--- src/rtl/branch_hazard_ctrl_if.sv ---
// rtl/branch_hazard_ctrl_if.sv - ID-stage hazard/branch control bundle between pipeline and controller
interface branch_hazard_ctrl_if #(
    parameter int CNT_W = 16
);
    logic [4:0]       IF_ID_rs1;
    logic [4:0]       IF_ID_rs2;
    logic             id_uses_rs1;
    logic             id_uses_rs2;
    logic             id_is_branch;
    logic             id_is_jump;
    logic             br_eq;
    logic [4:0]       ID_EX_rd;
    logic             ID_EX_reg_write;
    logic             ID_EX_mem_read;
    logic [4:0]       EX_MEM_rd;
    logic             EX_MEM_reg_write;
    logic             clr_cnt;

    logic             pc_write;
    logic             IF_ID_write;
    logic             IF_ID_flush;
    logic             pc_sel;
    logic             ctrl_sel;
    logic [1:0]       forward_comp1;
    logic [1:0]       forward_comp2;
    logic [CNT_W-1:0] stall_cnt;
    logic [CNT_W-1:0] flush_cnt;

    // Pipeline side: presents stage state, consumes the control decisions.
    modport master (
        output IF_ID_rs1, IF_ID_rs2, id_uses_rs1, id_uses_rs2, id_is_branch,
               id_is_jump, br_eq, ID_EX_rd, ID_EX_reg_write, ID_EX_mem_read,
               EX_MEM_rd, EX_MEM_reg_write, clr_cnt,
        input  pc_write, IF_ID_write, IF_ID_flush, pc_sel, ctrl_sel,
               forward_comp1, forward_comp2, stall_cnt, flush_cnt
    );

    modport slave (
        input  IF_ID_rs1, IF_ID_rs2, id_uses_rs1, id_uses_rs2, id_is_branch,
               id_is_jump, br_eq, ID_EX_rd, ID_EX_reg_write, ID_EX_mem_read,
               EX_MEM_rd, EX_MEM_reg_write, clr_cnt,
        output pc_write, IF_ID_write, IF_ID_flush, pc_sel, ctrl_sel,
               forward_comp1, forward_comp2, stall_cnt, flush_cnt
    );
endinterface

--- src/rtl/branch_hazard_ctrl.sv ---
// rtl/branch_hazard_ctrl.sv - load-use stall sequencing, branch redirect and ID comparator forwarding
module branch_hazard_ctrl #(
    parameter int BR_LOAD_STALLS = 2,
    parameter int CNT_W          = 16
) (
    input logic                 clk,
    input logic                 reset_n,
    branch_hazard_ctrl_if.slave hz
);

    typedef enum logic {
        RUN   = 1'b0,
        STALL = 1'b1
    } state_t;

    localparam logic [1:0]       BR_REM  = 2'(BR_LOAD_STALLS - 1);
    localparam logic [CNT_W-1:0] CNT_MAX = '1;

    state_t           state_q, state_d;
    logic [1:0]       rem_q, rem_d;
    logic [CNT_W-1:0] stall_cnt_q, stall_cnt_d;
    logic [CNT_W-1:0] flush_cnt_q, flush_cnt_d;

    logic m1, m2, load_use, taken;
    logic stall_cyc, redirect;

    // EX wins over MEM; a load in EX cannot forward since its data is not ready yet.
    function automatic logic [1:0] fwd_sel(
        input logic [4:0] rs,
        input logic [4:0] ex_rd,
        input logic       ex_wr,
        input logic       ex_ld,
        input logic [4:0] mem_rd,
        input logic       mem_wr
    );
        logic [1:0] sel;
        sel = 2'b00;
        if (ex_wr && !ex_ld && (ex_rd != 5'd0) && (ex_rd == rs)) begin
            sel = 2'b01;
        end else if (mem_wr && (mem_rd != 5'd0) && (mem_rd == rs)) begin
            sel = 2'b10;
        end
        return sel;
    endfunction

    always_comb begin
        m1 = hz.id_uses_rs1 && (hz.IF_ID_rs1 != 5'd0) && (hz.IF_ID_rs1 == hz.ID_EX_rd);
        m2 = hz.id_uses_rs2 && (hz.IF_ID_rs2 != 5'd0) && (hz.IF_ID_rs2 == hz.ID_EX_rd);
        load_use = hz.ID_EX_mem_read && (m1 || m2);
        taken    = (hz.id_is_branch && hz.br_eq) || hz.id_is_jump;

        stall_cyc = reset_n && ((state_q == STALL) || load_use);
        redirect  = reset_n && (state_q == RUN) && !load_use && taken;
    end

    always_comb begin
        hz.pc_write    = reset_n && !stall_cyc;
        hz.IF_ID_write = reset_n && !stall_cyc;
        hz.ctrl_sel    = reset_n && !stall_cyc;
        hz.pc_sel      = redirect;
        hz.IF_ID_flush = redirect;
        hz.forward_comp1 = 2'b00;
        hz.forward_comp2 = 2'b00;
        if (reset_n) begin
            hz.forward_comp1 = fwd_sel(hz.IF_ID_rs1, hz.ID_EX_rd, hz.ID_EX_reg_write,
                                       hz.ID_EX_mem_read, hz.EX_MEM_rd, hz.EX_MEM_reg_write);
            hz.forward_comp2 = fwd_sel(hz.IF_ID_rs2, hz.ID_EX_rd, hz.ID_EX_reg_write,
                                       hz.ID_EX_mem_read, hz.EX_MEM_rd, hz.EX_MEM_reg_write);
        end
        hz.stall_cnt = stall_cnt_q;
        hz.flush_cnt = flush_cnt_q;
    end

    // Only a branch waiting on a load needs more than the single RUN-state stall.
    always_comb begin
        state_d = state_q;
        rem_d   = rem_q;
        case (state_q)
            RUN: begin
                if (load_use && hz.id_is_branch && (BR_LOAD_STALLS > 1)) begin
                    state_d = STALL;
                    rem_d   = BR_REM;
                end
            end
            STALL: begin
                rem_d = rem_q - 2'd1;
                if (rem_q == 2'd1) begin
                    state_d = RUN;
                end
            end
            default: begin
                state_d = RUN;
                rem_d   = 2'd0;
            end
        endcase
    end

    always_comb begin
        stall_cnt_d = stall_cnt_q;
        flush_cnt_d = flush_cnt_q;
        if (hz.clr_cnt) begin
            stall_cnt_d = '0;
            flush_cnt_d = '0;
        end else begin
            if (stall_cyc && (stall_cnt_q != CNT_MAX)) begin
                stall_cnt_d = stall_cnt_q + 1'b1;
            end
            if (redirect && (flush_cnt_q != CNT_MAX)) begin
                flush_cnt_d = flush_cnt_q + 1'b1;
            end
        end
    end

    always_ff @(posedge clk or negedge reset_n) begin
        if (!reset_n) begin
            state_q     <= RUN;
            rem_q       <= 2'd0;
            stall_cnt_q <= '0;
            flush_cnt_q <= '0;
        end else begin
            state_q     <= state_d;
            rem_q       <= rem_d;
            stall_cnt_q <= stall_cnt_d;
            flush_cnt_q <= flush_cnt_d;
        end
    end

endmodule

--- src/flat_wrapper.sv ---
// flat-port wrapper written by rule: the top's interface ports become plain ports
module branch_hazard_ctrl_flat 
#(
    parameter int BR_LOAD_STALLS = 2,
    parameter int CNT_W          = 16
)
  (clk, reset_n, hz_IF_ID_rs1, hz_IF_ID_rs2, hz_id_uses_rs1, hz_id_uses_rs2, hz_id_is_branch, hz_id_is_jump, hz_br_eq, hz_ID_EX_rd, hz_ID_EX_reg_write, hz_ID_EX_mem_read, hz_EX_MEM_rd, hz_EX_MEM_reg_write, hz_clr_cnt, hz_pc_write, hz_IF_ID_write, hz_IF_ID_flush, hz_pc_sel, hz_ctrl_sel, hz_forward_comp1, hz_forward_comp2, hz_stall_cnt, hz_flush_cnt);
  branch_hazard_ctrl_if #(.CNT_W(CNT_W)) hz_i ();
  input logic clk;
  input logic reset_n;
  input wire logic [$bits(hz_i.IF_ID_rs1)-1:0] hz_IF_ID_rs1;
  input wire logic [$bits(hz_i.IF_ID_rs2)-1:0] hz_IF_ID_rs2;
  input wire logic [$bits(hz_i.id_uses_rs1)-1:0] hz_id_uses_rs1;
  input wire logic [$bits(hz_i.id_uses_rs2)-1:0] hz_id_uses_rs2;
  input wire logic [$bits(hz_i.id_is_branch)-1:0] hz_id_is_branch;
  input wire logic [$bits(hz_i.id_is_jump)-1:0] hz_id_is_jump;
  input wire logic [$bits(hz_i.br_eq)-1:0] hz_br_eq;
  input wire logic [$bits(hz_i.ID_EX_rd)-1:0] hz_ID_EX_rd;
  input wire logic [$bits(hz_i.ID_EX_reg_write)-1:0] hz_ID_EX_reg_write;
  input wire logic [$bits(hz_i.ID_EX_mem_read)-1:0] hz_ID_EX_mem_read;
  input wire logic [$bits(hz_i.EX_MEM_rd)-1:0] hz_EX_MEM_rd;
  input wire logic [$bits(hz_i.EX_MEM_reg_write)-1:0] hz_EX_MEM_reg_write;
  input wire logic [$bits(hz_i.clr_cnt)-1:0] hz_clr_cnt;
  output wire logic [$bits(hz_i.pc_write)-1:0] hz_pc_write;
  output wire logic [$bits(hz_i.IF_ID_write)-1:0] hz_IF_ID_write;
  output wire logic [$bits(hz_i.IF_ID_flush)-1:0] hz_IF_ID_flush;
  output wire logic [$bits(hz_i.pc_sel)-1:0] hz_pc_sel;
  output wire logic [$bits(hz_i.ctrl_sel)-1:0] hz_ctrl_sel;
  output wire logic [$bits(hz_i.forward_comp1)-1:0] hz_forward_comp1;
  output wire logic [$bits(hz_i.forward_comp2)-1:0] hz_forward_comp2;
  output wire logic [$bits(hz_i.stall_cnt)-1:0] hz_stall_cnt;
  output wire logic [$bits(hz_i.flush_cnt)-1:0] hz_flush_cnt;
  assign hz_i.IF_ID_rs1 = hz_IF_ID_rs1;
  assign hz_i.IF_ID_rs2 = hz_IF_ID_rs2;
  assign hz_i.id_uses_rs1 = hz_id_uses_rs1;
  assign hz_i.id_uses_rs2 = hz_id_uses_rs2;
  assign hz_i.id_is_branch = hz_id_is_branch;
  assign hz_i.id_is_jump = hz_id_is_jump;
  assign hz_i.br_eq = hz_br_eq;
  assign hz_i.ID_EX_rd = hz_ID_EX_rd;
  assign hz_i.ID_EX_reg_write = hz_ID_EX_reg_write;
  assign hz_i.ID_EX_mem_read = hz_ID_EX_mem_read;
  assign hz_i.EX_MEM_rd = hz_EX_MEM_rd;
  assign hz_i.EX_MEM_reg_write = hz_EX_MEM_reg_write;
  assign hz_i.clr_cnt = hz_clr_cnt;
  assign hz_pc_write = hz_i.pc_write;
  assign hz_IF_ID_write = hz_i.IF_ID_write;
  assign hz_IF_ID_flush = hz_i.IF_ID_flush;
  assign hz_pc_sel = hz_i.pc_sel;
  assign hz_ctrl_sel = hz_i.ctrl_sel;
  assign hz_forward_comp1 = hz_i.forward_comp1;
  assign hz_forward_comp2 = hz_i.forward_comp2;
  assign hz_stall_cnt = hz_i.stall_cnt;
  assign hz_flush_cnt = hz_i.flush_cnt;
  branch_hazard_ctrl #(.BR_LOAD_STALLS(BR_LOAD_STALLS), .CNT_W(CNT_W)) u_core (.clk(clk), .reset_n(reset_n), .hz(hz_i));
endmodule
--- config.mk ---
export PLATFORM = sky130hd
export DESIGN_NAME = branch_hazard_ctrl_flat
export DESIGN_NICKNAME = d
export VERILOG_FILES = /design/src/rtl/branch_hazard_ctrl_if.sv /design/src/rtl/branch_hazard_ctrl.sv /design/src/flat_wrapper.sv
export SDC_FILE = /design/constraint.sdc
export NUM_CORES = 1
export LEC_CHECK = 0
export CAP_MARGIN = 20
export CORE_AREA = 4 4 75 77
export DETAILED_ROUTE_END_ITERATION = 6
export DIE_AREA = 0 0 79 81
export PLACE_DENSITY = 0.78
export SETUP_SLACK_MARGIN = 0.05
export SLEW_MARGIN = 15
export SYNTH_ARGS = -nofsm -noshare
export SYNTH_HDL_FRONTEND = slang
export SYNTH_SLANG_ARGS = --single-unit
--- constraint.sdc ---
create_clock -name clk -period 3.5 [get_ports clk]
set_clock_uncertainty 0.1 [all_clocks]
set_input_delay 0.7 -clock clk [delete_from_list [all_inputs] [get_ports clk]]
set_output_delay 0.7 -clock clk [all_outputs]
set_load 0.05 [all_outputs]
==> impl_metrics.csv <==
group,metric,value,unit
floorplanning,start_util,44.26,%
synthesis,synth_edf_count,0,
worst_setup_path,crit_path_end_kind,"output pin",
grt,grt_pass1_vias,2099,
final_layout,final_nets,361,
cts,cts_tree,"built",
floorplanning,die_h,81,µm
floorplanning,die-area,6399,µm²
sta,setup-tns-final,0,ns
synthesis,ys.flop_type,"dfrtp_1",
worst_setup_path,slowest_delay,0.55,ns
synthesis,synth_cell_type_count,41,
cts,htree_levels,2,
power,clkPwrFrac,31.7,%
route,antenna_left,0,
worst_setup_path,start_kind,"input pin",
floorplanning,coreArea,5010,µm²
worst_setup_path,cp_max_fo,3,
synthesis,synth-seq-cells,35,
power,seq_power_share,46.5,%
worst_setup_path,reg2reg_slack,1.20,ns
cts,cts-buffers-inserted,5,
final_layout,antenna_cells,0,
sta,tightest_slew,0.5380,ns
sta,fin_crit,3.311,ns
cts,hold_buffers,0,
cts,clock-sinks,35,
worst_setup_path,crit_type,"in -> out",
run,drv_cap,0,
grt,grt_overflow,0,
synthesis,synth-async-reset-ratio,100.0,%
worst_setup_path,critPathArrivalTime,2.51,ns
final_layout,drive_gt1_share,11.31,%
place,dp_slack,0.07166,ns
worst_hold_path,hold_path_depth,1,
final_layout,final_core_util,63.66,%
route,vias_per_cell,5.338,
power,power,932.0,µW
place,gp_congestion,0.9136,
sta,post-route-period-util,94.61,%
synthesis,syn_nets,283,
power,vdd_drop_max,0.1784,mV
route,dr.pass1.iters,4,
route,drcViolationCount,0,
worst_setup_path,worstReg2RegStart,"u_core.hz.stall_cnt[0]$_DFFE_PN0P_",
cts,post_cts_buffers,0,
sta,rsz0062_at_grt,"false",
power,intPower,670.4,µW
worst_setup_path,worstReg2RegEnd,"u_core.hz.stall_cnt[5]$_DFFE_PN0P_",
final_layout,seqCellArea,875.8,µm²
grt,grt_max_degree,41,
synthesis,synthCells,249,
worst_setup_path,slowest_stage,"or4_1",
power,p_leak,0.001252,µW
sta,finalSetupViolCount,0,
route,finalWirelength,5.637,mm
final_layout,final_common_cell,"clkdlybuf4s50_1",
floorplanning,die_w,79,µm
final_layout,final_cell_mix,"60 x clkdlybuf4s50_1, 35 x dfrtp_1, 31 x nor2_1",
outcome,status,"complete, no violations",
final_layout,fill_cells,438,
grt,grt_usage,18.83,%
place,post-dp-hpwl,4.475,mm
synthesis,ys_seq_area_share,39.50,%
worst_setup_path,worstPathCellList,"clkdlybuf4s50_1 -> or4_1 -> o21ai_1 -> nor3_1 -> o21ai_4 -> and3_4 -> buf_12",
worst_setup_path,reg2reg_depth,9,
route,wl_per_cell,14.20,µm
worst_setup_path,worstPathRequired,2.70,ns
grt,antenna_found_initial,0,
floorplanning,rows,26,
synthesis,avgSynthCellArea,8.904,µm²
final_layout,multiInputGateArea,1279,µm²
route,drt_iter0_drc,63,
worst_hold_path,worstHoldStart,"u_core.rem_q[0]$_DFFE_PN0P_",
sta,slew_headroom,63.21,%
place,numPortBuffers,71,
synthesis,synth-warning-count,0,
route,vias,2119,
cts,cts_buffer_depth,2,
final_layout,syn_to_final_growth,43.85,%
worst_setup_path,cp_num_buf_inv,2,
cts,cts_root_buf,"clkbuf_8",
power,p_sw_share,28.07,%
power,switchingPower,261.6,µW
sta,fin_ws,0.1887,ns
worst_setup_path,crit_family,"simple AND/OR/NAND/NOR gates",
power,power.density,292.2,nW/µm²
worst_hold_path,holdPathEnd,"u_core.rem_q[0]$_DFFE_PN0P_",
cts,clk_latency,0.28,ns
sta,hold_viol_final,0,
cts,path_clk_slew,0.07,ns
grt,grt_pass1_wl,9.611,mm
sta,fmax,302.0,MHz
floorplanning,io_pins,72,
worst_hold_path,hp-class,"reg -> reg",
power,p_comb_share,21.8,%
synthesis,syn_area,2217,µm²
sta,slew_viol_final,0,
[power by group through the flow]
stage / Clock, µW / Sequential (µW) / Combinational (µW)
after global placement: 0 / 440 / 200
after floorplan: 0 / 448 / 94.9
after detailed placement: 0 / 441 / 204
final: 296 / 433 / 203
after CTS: 304 / 433 / 205
after global routing: 325 / 436 / 220
[cell usage after synthesis (all sizes together), types with 4 or more instances]
cell    number  area, µm²
dfrtp       35      875.8
nor2        31      116.4
nand3       22      122.6
xnor2       20      175.2
a21oi       19      95.09
xor2        14      122.6
nand2       12      45.04
o21ai       11      66.32
or3          8      50.05
nand4        7      43.79
and3         6      37.54
inv          6      22.52
or4          6      45.04
a211oi       4      30.03
buf          4      27.52
clkbuf       4      15.01
[how the worst max path moves through the flow]
stage	from	to	slack, ns	cells after the start
global route	hz_IF_ID_rs1[3]	hz_pc_sel	0.09	7
CTS	hz_IF_ID_rs1[1]	hz_pc_write	0.09	7
detailed placement	hz_IF_ID_rs1[0]	u_core.hz.stall_cnt[11]$_DFFE_PN0P_	0.07	9
finish	hz_IF_ID_rs2[1]	hz_pc_write	0.19	7
global placement	hz_IF_ID_rs1[1]	hz_IF_ID_write	0.11	7
floorplan	hz_IF_ID_rs1[1]	hz_ctrl_sel	0.19	7
[sequential cells by signal, summed over array words and instances (netlist names)]
register	count
u_core.rem_q	2
u_core.hz.stall_cnt	16
u_core.hz.flush_cnt	16
u_core.state_q	1
[worst register-to-register path: stages, from the launching register on]
cell,delay [ns]
dfrtp_1,0.41
ha_1,0.22
nand3_1,0.11
or2_2,0.33
or3_1,0.37
nand2_1,0.13
a21oi_1,0.06
buf_4,0.17
a21bo_2,0.21
a21oi_1,0.12
[stage by stage]
step                std cells  area, µm²  hold WS, ns
finish                    397       3189       0.3909
global placement          390       3095       0.3655
floorplan                 249       2220       0.3044
CTS                       397       3183       0.3909
detailed placement        390       3095       0.3825
global route              397       3189       0.4423
[layer usage]
metal / vias up / share of wire [%] / GRT usage (%)
met5: - / 0 / 0
met4: 0 / 0.98 / 4.639
li1: 1044 / - / -
met1: 1016 / 43 / 23.33
met2: 52 / 51 / 33.42
met3: 7 / 4.8 / 4.102
[cell families after synthesis]
group | share of synthesized area (%)
AND/OR/NAND/NOR | 26.30
AO/OA/AOI/OAI | 13.09
flip-flops | 39.50
XOR/XNOR | 13.43
buffers and inverters | 3.103
multiplexers | 2.878
adder cells (fa/ha/maj) | 1.693
[timing repair]
action	in CTS	in global routing
endpoints found under the hold margin	0	0
setup endpoints to repair	0	5
resized for setup	0	2
[cell type report]
class / count / area share, %
Multi-Input combinational cell: 199 / 40.09
Sequential cell: 35 / 27.46
Timing Repair Buffer: 79 / 26.13
Tap cell: 70 / 2.746
Clock buffer: 6 / 2.589
Inverter: 7 / 0.8239
Clock inverter: 1 / 0.1569
Power figures use the tool's default switching activity.
